===== src/rtl/mem_port_arbiter.sv =====
// rtl/mem_port_arbiter.sv - unified memory port arbiter for fetch and load/store requesters
// Single-outstanding, fixed-latency sequencer: IDLE -> WAIT (MEM_LAT edges) -> RESP.
module mem_port_arbiter #(
  parameter int ADDR_W  = 32,
  parameter int DATA_W  = 32,
  parameter int MEM_LAT = 2
) (
  input  logic              clk,
  input  logic              rst,
  input  logic              if_req,
  input  logic [ADDR_W-1:0] if_addr,
  input  logic              ls_req,
  input  logic              ls_we,
  input  logic [ADDR_W-1:0] ls_addr,
  input  logic [DATA_W-1:0] ls_wdata,
  output logic              if_ack,
  output logic              ls_ack,
  output logic [DATA_W-1:0] rdata,
  output logic              busy,
  output logic              mem_en,
  output logic              mem_we,
  output logic [ADDR_W-1:0] mem_addr,
  output logic [DATA_W-1:0] mem_wdata,
  input  logic [DATA_W-1:0] mem_rdata
);

  typedef enum logic [1:0] {IDLE, WAIT, RESP} state_t;

  localparam logic [3:0] LAT = 4'(MEM_LAT);

  state_t              state_q, state_d;
  logic [3:0]          cnt_q, cnt_d;
  logic                last_ls_q, last_ls_d;
  logic                win_ls_q, win_ls_d;
  logic                if_ack_q, if_ack_d;
  logic                ls_ack_q, ls_ack_d;
  logic [DATA_W-1:0]   rdata_q, rdata_d;
  logic                mem_en_q, mem_en_d;
  logic                mem_we_q, mem_we_d;
  logic [ADDR_W-1:0]   mem_addr_q, mem_addr_d;
  logic [DATA_W-1:0]   mem_wdata_q, mem_wdata_d;
  logic                grant_ls;

  always_comb begin
    state_d     = state_q;
    cnt_d       = cnt_q;
    last_ls_d   = last_ls_q;
    win_ls_d    = win_ls_q;
    if_ack_d    = 1'b0;
    ls_ack_d    = 1'b0;
    rdata_d     = rdata_q;
    mem_en_d    = 1'b0;
    mem_we_d    = mem_we_q;
    mem_addr_d  = mem_addr_q;
    mem_wdata_d = mem_wdata_q;
    grant_ls    = 1'b0;
    case (state_q)
      IDLE: begin
        if (if_req || ls_req) begin
          // On contention the requester that did not win last time goes first.
          grant_ls  = ls_req && (!if_req || !last_ls_q);
          win_ls_d  = grant_ls;
          last_ls_d = grant_ls;
          mem_en_d  = 1'b1;
          cnt_d     = LAT;
          state_d   = WAIT;
          if (grant_ls) begin
            mem_we_d    = ls_we;
            mem_addr_d  = ls_addr;
            mem_wdata_d = ls_wdata;
          end else begin
            mem_we_d    = 1'b0;
            mem_addr_d  = if_addr;
            mem_wdata_d = '0;
          end
        end
      end
      WAIT: begin
        cnt_d = cnt_q - 4'd1;
        if (cnt_q == 4'd1) begin
          rdata_d  = mem_rdata;
          if_ack_d = !win_ls_q;
          ls_ack_d = win_ls_q;
          state_d  = RESP;
        end
      end
      RESP:    state_d = IDLE;
      default: state_d = IDLE;
    endcase
  end

  always_ff @(posedge clk) begin
    if (rst) begin
      state_q     <= IDLE;
      cnt_q       <= '0;
      last_ls_q   <= 1'b1;
      win_ls_q    <= 1'b0;
      if_ack_q    <= 1'b0;
      ls_ack_q    <= 1'b0;
      rdata_q     <= '0;
      mem_en_q    <= 1'b0;
      mem_we_q    <= 1'b0;
      mem_addr_q  <= '0;
      mem_wdata_q <= '0;
    end else begin
      state_q     <= state_d;
      cnt_q       <= cnt_d;
      last_ls_q   <= last_ls_d;
      win_ls_q    <= win_ls_d;
      if_ack_q    <= if_ack_d;
      ls_ack_q    <= ls_ack_d;
      rdata_q     <= rdata_d;
      mem_en_q    <= mem_en_d;
      mem_we_q    <= mem_we_d;
      mem_addr_q  <= mem_addr_d;
      mem_wdata_q <= mem_wdata_d;
    end
  end

  assign if_ack    = if_ack_q;
  assign ls_ack    = ls_ack_q;
  assign rdata     = rdata_q;
  assign busy      = (state_q != IDLE);
  assign mem_en    = mem_en_q;
  assign mem_we    = mem_we_q;
  assign mem_addr  = mem_addr_q;
  assign mem_wdata = mem_wdata_q;

endmodule


===== config.mk =====
export PLATFORM = sky130hd
export DESIGN_NAME = mem_port_arbiter
export DESIGN_NICKNAME = d
export VERILOG_FILES = /design/src/rtl/mem_port_arbiter.sv
export SDC_FILE = /design/constraint.sdc
export NUM_CORES = 1
export LEC_CHECK = 0
export CAP_MARGIN = 20
export CORE_MARGIN = 3
export CORE_UTILIZATION = 39
export DETAILED_ROUTE_END_ITERATION = 7
export PLACE_DENSITY = 0.81
export REMOVE_ABC_BUFFERS = 1
export SYNTH_ARGS = -nofsm -noshare
export SYNTH_HDL_FRONTEND = slang
export SYNTH_SLANG_ARGS = --single-unit

===== constraint.sdc =====
create_clock -name clk -period 2 [get_ports clk]
set_input_delay 0.4 -clock clk [delete_from_list [all_inputs] [get_ports clk]]
set_output_delay 0.4 -clock clk [all_outputs]
set_load 0.02 [all_outputs]

* After elaboration in Yosys (flattened, before gate mapping)
Index checks and enable logic that the tools add are counted.
** Word-level totals
- Register bits after elaboration :: 108
- Bits in latches :: 0
- Memory bits (writable) :: 0
- Memory bits (read-only) :: 0
- Bits of input ports :: 133
- Output and inout port bits :: 101
- Logic and storage cells :: 43
- Memories kept :: 0
** Cells by class
- $add $sub $neg :: 1
- Multipliers :: 0
- Divide/modulo/power cells :: 0
- Order comparisons :: 0
- Eq/ne operators :: 4
- Shift operators :: 0
- Mux-type cells :: 9
- Bitwise logic cells :: 3
- Reduce and logical (&&, ||, !) cells :: 15
** Operators with widths (count)
- 32-bit two-way mux :: 2
- 4-bit one-hot mux with 2 select lines :: 1
- 2-bit AND reduction :: 4
- 4-bit by 1-bit == test with 1-bit output (second input constant) :: 1
- 2-bit two-way mux :: 2
- 4-bit two-way mux :: 1
- 2-bit inequality test (second input constant) :: 2
- 2-bit one-hot mux with 2 select lines :: 1
- 2-bit nonzero test :: 2
- 4-bit by 1-bit subtractor with 4-bit output (second input constant) :: 1
- 1-bit logical NOT :: 3
- 1-bit NOT :: 3
- 3-bit OR reduction :: 1
- 2-bit by 1-bit == test with 1-bit output (second input constant) :: 1
- 2-bit logical NOT :: 1
- 1-bit logical OR :: 2
- 1-bit two-way mux :: 2
- 2-bit OR reduction :: 1
- 1-bit logical AND :: 1

* Longest topological paths before layout
- Depth in word-level cells :: 4
- Gate-level depth with buffers :: 7
- Mapped depth without buffers :: 5

* Worst setup path after synthesis
No wires, ideal clock.
- Kind :: register to register
- Start :: register cnt_q[1]
- End :: register rdata_q[10] (netlist: rdata[10])
- Arrival time :: 1.369 ns
- Required time :: 1.868 ns
- Path slack :: 0.499 ns
- Cell stages (with the launch flop) :: 8
- Period minus slack after synthesis :: 1.501 ns
- Path through :: dfxtp_1 -> inv_1 -> ha_1 -> buf_4 -> or3b_4 -> clkbuf_2 -> o21ai_0 -> a21oi_1
** Between the ends
- Word-level cells in the longest chain between the ends :: 2
** Ends and longest elaborated chain
- from (decl) :: RTL line 32 : logic [3:0] cnt_q, cnt_d;
- from (signal assigned) :: RTL line 107 : cnt_q <= cnt_d;
- 4-bit by 1-bit == test with 1-bit output :: RTL line 80 : if (cnt_q == 4'd1) begin
- 2-bit AND reduction (no line)
- to (signal assigned) :: RTL line 112 : rdata_q <= rdata_d;
- to (decl) :: RTL line 37 : logic [DATA_W-1:0] rdata_q, rdata_d;
No other way between the ends.
A chain may end at the register's enable or synchronous reset.

* Worst setup path after layout
- Start :: register mem_wdata_q[0] (netlist: mem_wdata[0])
- End :: output port mem_wdata[0]
** RTL lines
- from (decl) :: RTL line 41 : logic [DATA_W-1:0] mem_wdata_q, mem_wdata_d;
- from (signal assigned) :: RTL line 116 : mem_wdata_q <= mem_wdata_d;
- to (decl) :: RTL line 23 : output logic [DATA_W-1:0] mem_wdata,
No word-level cell between the ends.

==> metrics.md <==
| Metric | Value |
|---|---|
| Status | complete, no violations |
| Sequential cell area fraction in the yosys report | 0.5158 |
| RR Startpoint | cnt_q[1] |
| Tmin final | 1.764 ns |
| Worst EP required | 1.60 ns |
| Global route overflow | 0 |
| Iter 0 DRT Violations | ~260 |
| Hpwl dp | 9724 µm |
| Vias | 4365 |
| Global Route Usage Sum | 0.2166 |
| Die area | 12030 µm² |
| Buffers & Inverters on Critical Path | 1 |
| Commonest non-fill, non-tap cells in the layout | clkdlybuf4s50_1 (231), dfxtp_1 (108), a21oi_1 (69) |
| CTS tree | done |
| Post-Route WL | 13620 µm |
| Setup Skew | 0.01702 ns |
| Seq pwr share | 0.473 |
| Core area | 10370 µm² |
| # H-tree levels | 3 |
| Fillers | between 800 and 900 |
| Die X-Extent | 109.7 µm |
| Syn avg cell area | 9.132 µm² |
| Total CTS buffers | 9 |
| Port-buffer cells | 233 |
| First-pass GRT wire length | 20820 µm |
| P_int | 3.534 mW |
| Pin count of the biggest net entering global routing | 60 |
| Synth top area cells | dfxtp_1 (52%), a21oi_1 (8.2%), a22o_1 (6.9%), a311oi_1 (6.7%), nand2_1 (6.1%) |
| Starting density of the core | 0.4042 |
| Clock power frac | 0.272 |
| Yosys reg bits | 108 |
| Unrepaired setup endpoints after global routing | false |
| CP peak stage delay | 0.63 ns |
| Std cell rows | 37 |
| Slowest CP cell | clkdlybuf4s50_1 |
| WS Path Type | flop to output port |
| Final net count | 803 |
| Critical Path, Cell by Cell | clkdlybuf4s50_1 |
| Max_slew headroom | 0.5871 |
| # Max-Cap Violations | 0 |
| Max Fclk | around 570 MHz |
| Synth Cell Area | 4192 µm² |
| Die Span Y | 109.7 µm |
| Leak | 2.473 nW |
| Share of cells above drive strength 1 | 0.05795 |
| Cts hold-fix bufs | 0 |
| Final worst-path cycle share | 0.8819 |
| Crit. End Element | output port |
| Post-DR vias/cell | roughly 5.4 |
| GPL Wtd Cong | 0.7786 |
| Clock Latency Late Sink | 0.36 ns |
| PostCTS Resize Cnt | 1 |
| Cells after Synth | 459 |
| Critical Path Source | mem_wdata[0] |
| N_diodes | 0 |
| Drt pass-1 iters | 4 |
| Wire per inst | roughly 17 µm |
| Syn. warnings | 0 |
| Worst Path Arrival | 1.36 ns |
| Final ANT Viol Nets | 0 |
| Peak supply drop | 380.5 µV |
| Gate power share | 0.255 |
| Net switching power | 1.492 mW |
| Switching share of power | 0.2968 |
| Clock sink count | 108 |
| IO Pins | around 230 |
| Root buf cell | clkbuf_8 |
| Max-slew violation total from the final report | 0 |
| DRC viols | 0 |
| Hold Crit Class | flop to flop |
| Worst-Margin Slew | 0.6194 ns |
| Synth area leader | dfxtp_1 |
| Pre-CTS worst setup slack | -0.04050 ns |
| Clk buf depth | 2 |
| Most common cell after layout, fill and taps aside | clkdlybuf4s50_1 |
| Final setup fails | 0 |
| CTS clk-pin slew, worst paths | 0.12 ns |
| Final setup margin | 0.2361 ns |
| Vias in the first global route | 4168 |
| Area Growth Syn to Fin | 63.46% |
| Setup TNS | 0 ns |
| Top delay family on crit path | buffers and inverters |
| Hold Vio Cnt, Final | 0 |
| Initial antenna violation count | 0 |
| Critical path fanouts, max | 2 |
| Element type at the critical path start | flop |
| Cell variety after synth | 36 |
| Post-CTS Setup Bufs | 0 |
| Min-delay src | win_ls_q |
| PwrDens | ~730 nW/µm² |
| Share of the synthesized area in the top cell type | 0.5158 |
==> flip-flops by register name (all words and copies together) (netlist names), 2 cells and up <==
register   flops
mem_wdata     32
cnt_q          4
mem_addr      32
rdata         32
state_q        2
==> power groups by stage <==
stage | Sequential (mW) | Combinational, mW | Clock [mW]
floorplan | 2.57 | 0.383 | 0
global placement | 2.42 | 1.26 | 0
detailed placement | 2.42 | 1.29 | 0
CTS | 2.38 | 1.29 | 1.40
global route | 2.40 | 1.38 | 1.49
finish | 2.38 | 1.28 | 1.37
==> final timing paths <==
check | end | slack, ns | depth (start not counted)
min | if_ack | 0.44 | 1
min reg2reg | if_ack | 0.44 | 1
max reg2reg | rdata[21] | 0.41 | 5
max | mem_wdata[0] | 0.24 | 1
==> per-layer routing <==
layer	share of wire	GRT usage
met1	0.40	0.2678
met2	0.50	0.3684
met3	0.090	0.07516
met4	0.0088	0.04007
met5	0	0
==> cell families after synthesis <==
kind of cell,share of synthesized area
flops,0.5158
compound gates,0.2755
xor+xnor,0.002090
simple gates,0.1370
buf+inv,0.06358
fa+ha+maj,0.005969
==> stage by stage <==
stage	util	power [mW]	hold slack, ns	instance area (µm²)	std cells
after floorplan	-	2.948	0.4057	3936	410
after global placement	0.6390	3.679	0.4196	6626	792
after detailed placement	0.6404	3.711	0.4269	6641	793
after CTS	0.6607	5.072	0.4437	6852	809
after global routing	0.6607	5.267	0.4839	6852	809
final	0.6607	5.026	0.4429	6852	809
==> layout make-up <==
| type | count | area [µm²] | share of cell area |
|---|---|---|---|
| well taps | 136 | 170.2 | 0.02484 |
| repair buffers | 247 | 2526 | 0.3687 |
| multi-input cells | 299 | 1770 | 0.2584 |
| inverters | 3 | 11.26 | 0.001644 |
| clock buffers | 9 | 123.9 | 0.01808 |
| flip-flops and latches | 108 | 2162 | 0.3156 |
| clock inverters | 7 | 87.58 | 0.01278 |
==> Yosys cell counts <==
master      n
dfxtp_1   108
a21oi_1    69
nand2_1    68
a22o_1     33
a311oi_1   32
nand4_1    32
o21ai_0    30
buf_2      21
clkbuf_1   15
nor2_1      6
buf_4       5
buf_6       3
clkbuf_2    3
inv_1       3
o21ai_1     3
and3_1      2
buf_1       2
ha_1        2
nand3_1     2
nor3_1      2
o211ai_1    2
or3_1       2
a21bo_2     1
a21boi_2    1
a21oi_4     1
a221oi_1    1
a31oi_1     1
nand2b_1    1
nand3b_1    1
nor2_2      1
nor2b_1     1
nor3b_1     1
o21bai_1    1
or2_1       1
or3b_4      1
xor2_1      1
Power figures use the tool's default switching activity.
==> RTL edit 1: new RTL, config.mk and constraints unchanged <==
Take the reset off `rdata_q`, `mem_addr_q` and `mem_wdata_q` and load them in a clocked block of their own.
--- a/src/rtl/mem_port_arbiter.sv
+++ b/src/rtl/mem_port_arbiter.sv
@@ -97,11 +97,8 @@
       win_ls_q    <= 1'b0;
       if_ack_q    <= 1'b0;
       ls_ack_q    <= 1'b0;
-      rdata_q     <= '0;
       mem_en_q    <= 1'b0;
       mem_we_q    <= 1'b0;
-      mem_addr_q  <= '0;
-      mem_wdata_q <= '0;
     end else begin
       state_q     <= state_d;
       cnt_q       <= cnt_d;
@@ -109,12 +106,15 @@
       win_ls_q    <= win_ls_d;
       if_ack_q    <= if_ack_d;
       ls_ack_q    <= ls_ack_d;
-      rdata_q     <= rdata_d;
       mem_en_q    <= mem_en_d;
       mem_we_q    <= mem_we_d;
-      mem_addr_q  <= mem_addr_d;
-      mem_wdata_q <= mem_wdata_d;
     end
+  end
+
+  always_ff @(posedge clk) begin
+    rdata_q     <= rdata_d;
+    mem_addr_q  <= mem_addr_d;
+    mem_wdata_q <= mem_wdata_d;
   end
 
   assign if_ack    = if_ack_q;
Check against the original RTL: not equivalent (Yosys sat finds a counterexample within 4 cycles, from zero or initial values and one cycle with rst high).
==> RTL edit 1 against the unedited design <==
Routed wire length fell by 20%; sequential cell count did not move; combinational power fell by 12%; worst setup slack got worse by 62 ps; synthesized area fell by 4.9%; cell area fell by 0.88%; critical path depth rose by 2; via count fell by 36%; power rose by 2.5%; largest cell class is now sequential cells; highest routed layer unchanged.
==> RTL edit 1: results (changes against the unedited design) <==
| Metric | Value |
|---|---|
| Outcome | `finished, final reports clean` |
| Cell Pwr Density | `758.2 mW/mm2 (+3.4%)` |
| Initial antenna violation count | `0 (unchanged)` |
| Clk root buf | `clkbuf_8` |
| Post-cts repair resize count | `1 (unchanged)` |
| Worst slew pin tran | `334.2 ps (-285.3 ps)` |
| Worst r2r path cells | `5 (unchanged)` |
| Post-CTS setup buffer count | `0 (unchanged)` |
| Crit path capture | `busy` |
| Critical path startpoint | `state_q[1]` |
| Largest net degree at the start of global routing | `35 (-42%)` |
| Routed WL per cell | `17.80 um (+5.7%)` |
| CTS Buffer Depth | `2 (unchanged)` |
| Min-delay worst type | `flip-flop to flip-flop` |
| Arrival @ worst endpoint | `1430 ps (+70 ps)` |
| FF-to-FF Start | `cnt_q[1]` |
| Placed cell count | `593 (-25%)` |
| Leading post-synthesis cells by cell area | `edfxtp_1 (72%), mux2_2 (8.2%), dfxtp_1 (6.0%)` |
| Flop2flop setup slack | `370 ps (-40 ps)` |
| DR iter-0 viols | `94 (-64%)` |
| Total grt overflow | `0 (unchanged)` |
| Max stage delay on crit path | `350 ps (-280 ps)` |
| CP top delay family | `buffers and inverters` |
| CTS clk-pin slew, worst paths | `100 ps (-20 ps)` |
| Ys flop type | `edfxtp_1` |
| IO Port Bufs | `233 (unchanged)` |
| R2r endpoint | `rdata[25]` |
| Vias in the first global route | `2,892 (-31%)` |
| Post-synth top cells | `edfxtp_1 (96), and2_1 (33), mux2_2 (29)` |
| Sequential share of the synthesized area | `0.7832 (+0.2674)` |
| Layout Nets | `606 (-25%)` |
| First-pass GRT wire length | `16,110 um (-23%)` |
| DP Wirelength | `8421 um (-13%)` |
| GPL Wtd Cong | `0.7588 (-2.5%)` |
| Via Count | `2,780 (-36%)` |
| TritonRoute pass-1 iters | `4 (unchanged)` |
| H-tree Lvls | `3 (unchanged)` |
| Cts bufs inserted | `9 (unchanged)` |
| Netlist cell types | `34 (-5.6%)` |
| Layout cells sized above 1 | `0.1282 (+0.07020)` |
| Max FO, Critical Path | `6 (+4)` |
| P_leak | `0.002426 uW (-1.9%)` |
| Max IR drop VDD | `0.3516 mV (-7.6%)` |
| Instance count of the mapped netlist | `222 (-52%)` |
| Inserted Diodes | `0 (unchanged)` |
| DR vias/cell | `4.565 (-15%)` |
| GRT Total Usage | `0.1887 (-0.02792)` |
| Worst path slowest cell | `dlygate4sd2_1` |
| Async SR Flop Fraction | `0 (unchanged)` |
| Clock latency on the worst-skew pair | `370 ps` |
| Skew final | `11.09 ps (-5.928 ps)` |
| Post-synth EDFFs | `96 (+96)` |
| Synth warnings | `0 (unchanged)` |
| Filler cell count in the final layout | `697 (-16%)` |
## RTL edit 1: stage by stage
step           instance area, um2  setup TNS, ps  worst slack (ps)
3_3_place_gp                 6609              0             46.13
2_1_floorplan                3940         -58450            -656.2
3_5_place_dp                 6609         -40.39            -12.18
6_report                     6792              0             174.6
4_1_cts                      6792              0             164.4
5_1_grt                      6792              0             95.29
## RTL edit 1: logic make-up (layout without fill, tap and decap cells)
family	Yosys count	after routing	synth area share
AO/OA/AOI/OAI	16	16	0.02667
flip-flops	108	108	0.7832
buffers and inverters	12	266	0.01569
adder cells (fa/ha/maj)	2	2	0.006274
multiplexers	32	32	0.09037
AND/OR/NAND/NOR	52	52	0.07782
## RTL edit 1: worst min path at each step
stage / start / depth (start not counted) / end / slack (ps)
2_1_floorplan: win_ls_q / 1 / if_ack / 400
3_3_place_gp: win_ls_q / 1 / if_ack / 430
3_5_place_dp: win_ls_q / 1 / if_ack / 430
4_1_cts: win_ls_q / 1 / if_ack / 450
5_1_grt: win_ls_q / 1 / if_ack / 490
6_report: win_ls_q / 1 / if_ack / 450
## RTL edit 1: metal layers
| layer | track usage | wire [um] |
|---|---|---|
| met4 | 0.09224 | 323 |
| met3 | 0.04395 | 783 |
| met2 | 0.3543 | 5977 |
| met5 | 0 | 0 |
| met1 | 0.1946 | 3753 |
## RTL edit 1: layout make-up
type,instances,share of cell area
clock inverter,5,0.007738
inverter,4,0.002211
timing repair buffer,246,0.3668
sequential,108,0.4598
tap,133,0.02450
clock buffer,11,0.01934
multi-input combinational,102,0.1196
## RTL edit 1: power breakdown
group | internal [uW] | leakage, uW | switching, uW
sequential | 2680 | 0.00103 | 58.6
combinational | 634 | 0.00130 | 494
clock | 575 | 0.0000947 | 710
==> RTL edit 2: new RTL, same flow settings <==
Without the edit above. Change the parameter `ADDR_W` from 32 to 40.
--- a/src/rtl/mem_port_arbiter.sv
+++ b/src/rtl/mem_port_arbiter.sv
@@ -1,7 +1,7 @@
 // rtl/mem_port_arbiter.sv - unified memory port arbiter for fetch and load/store requesters
 // Single-outstanding, fixed-latency sequencer: IDLE -> WAIT (MEM_LAT edges) -> RESP.
 module mem_port_arbiter #(
-  parameter int ADDR_W  = 32,
+  parameter int ADDR_W  = 40,
   parameter int DATA_W  = 32,
   parameter int MEM_LAT = 2
 ) (
Ports: changed (resized if_addr, ls_addr and mem_addr); port bits go from 234 to 258. No check against the original RTL was run, so the function may have changed too.
==> RTL edit 2 against the unedited design <==
Power is 48% higher; routed wire length increased by 29%; sequential cell count grew 8; count of clock-buffer cells in the layout grew 11; cell count rose by 22%; worst setup slack worse by 79 ps; cell area grew 23%; synthesized area up 22%; critical endpoint is now mem_addr[31]; largest power group is now the clock network; highest routed layer unchanged.
==> RTL edit 2: results (changes against the unedited design) <==
| Metric | Value |
|---|---|
| Outcome | `finished, final reports clean` |
| Netlist cell types | `32 (-11%)` |
| Min-delay worst type | `input pin to flip-flop` |
| Share of the synthesized area in the top cell type | `0.4543 (-0.06148)` |
| Clock latency on the worst-skew pair | `400 ps (+40 ps)` |
| Skew final | `4.977 ps (-12.04 ps)` |
| Arrival @ worst endpoint | `1440 ps (+80 ps)` |
| GPL Wtd Cong | `0.7843 (+0.73%)` |
| TritonRoute pass-1 iters | `5 (+1)` |
| Cts bufs inserted | `17 (+8)` |
| Clk root buf | `clkbuf_16` |
| Post-synth top cells | `dfxtp_1 (116), a21oi_1 (108), nand2_1 (84)` |
| Sequential share of the synthesized area | `0.4543 (-0.06148)` |
| GRT Total Usage | `0.2363 (+0.01971)` |
| Post-Layout Cell Count | `991 (+22%)` |
| CTS Buffer Depth | `2 (unchanged)` |
| First-pass GRT wire length | `27,900 um (+34%)` |
| Vias in the first global route | `5,662 (+36%)` |
| Via Count | `5,524 (+27%)` |
| Instance count of the mapped netlist | `583 (+27%)` |
| Ys flop type | `dfxtp_1` |
| DR iter-0 viols | `402 (+52%)` |
| Leading post-synthesis cells by cell area | `dfxtp_1 (45%), a311oi_2 (12%), a21oi_1 (11%)` |
| Placed cell count | `961 (+21%)` |
| Switching Power | `2033 uW (+36%)` |
| DP Wirelength | `12,260 um (+26%)` |
| DP Area | `0.007792 mm2 (+17%)` |
| Layout cells sized above 1 | `0.1184 (+0.06049)` |
| Largest net degree at the start of global routing | `76 (+27%)` |
| WL final | `17,620 um (+29%)` |
| Max IR drop VDD | `0.4670 mV (+23%)` |
| Max stage delay on crit path | `670 ps (+40 ps)` |
| H-tree Lvls | `4 (+1)` |
[RTL edit 2: changes by cell type after synthesis, moves of 32 or more]
cell | unedited run | this run
a311oi_1 | 32 | 0
o21ai_1 | 3 | 59
nand4_1 | 32 | 65
a22o_1 | 33 | 0
a21oi_1 | 69 | 108
a311oi_2 | 0 | 40
[RTL edit 2: power by group through the flow]
stage                     registers, uW  clock network, uW  logic (uW)
after detailed placement           2620                  0        1670
final                              2580               3160        1670
after global routing               2600               3300        1790
after CTS                          2580               3210        1680
after floorplan                    2780                  0         588
after global placement             2620                  0        1630
[RTL edit 2: metal layers]
layer	global-route usage	wire [um]
met1	0.2774	6966
met2	0.4115	8936
met4	0.08853	333
met5	0	0
met3	0.06408	1388
[RTL edit 2: worst paths after layout]
path / start / depth (start not counted) / slack [ps] / end
max: mem_addr[31] / 1 / 160 / mem_addr[31]
min: rst / 2 / 400 / state_q[1]
max reg2reg: state_q[0] / 4 / 250 / mem_addr[23]
min reg2reg: win_ls_q / 1 / 450 / if_ack
[RTL edit 2: worst register-to-register path: stages (launching register included)]
cell and delay, ps:
dfxtp_1 350, nor2_4 130, buf_4 610, a21oi_1 280, a311oi_2 300
[RTL edit 2: cell families (layout without fill, tap and decap cells)]
logic type | after synthesis | count (layout) | synth area share
and+or+nand+nor | 170 | 170 | 0.1692
xor gates and xnor gates | 1 | 1 | 0.001714
adders and majority gates | 2 | 2 | 0.004895
AOI/OAI and AO/OA | 221 | 221 | 0.2989
DFF | 116 | 116 | 0.4543
buffers and inverters | 73 | 309 | 0.07099
[RTL edit 2: layout make-up]
cell class,count,area (um2)
fillers,1056,4318
repair buffers,276,2799
multi-input cells,394,2444
flip-flops and latches,116,2322
clock buffers,20,456.7
well taps,172,215.2
clock inverters,10,156.4
inverters,3,11.26
[RTL edit 2: through the flow]
step	hold WS, ps	worst slack (ps)
after CTS	383.1	148.4
after global routing	430.7	99.07
after floorplan	405.7	-1558
final	400.8	157.6
after global placement	421.2	6.479
after detailed placement	427.0	-93.06
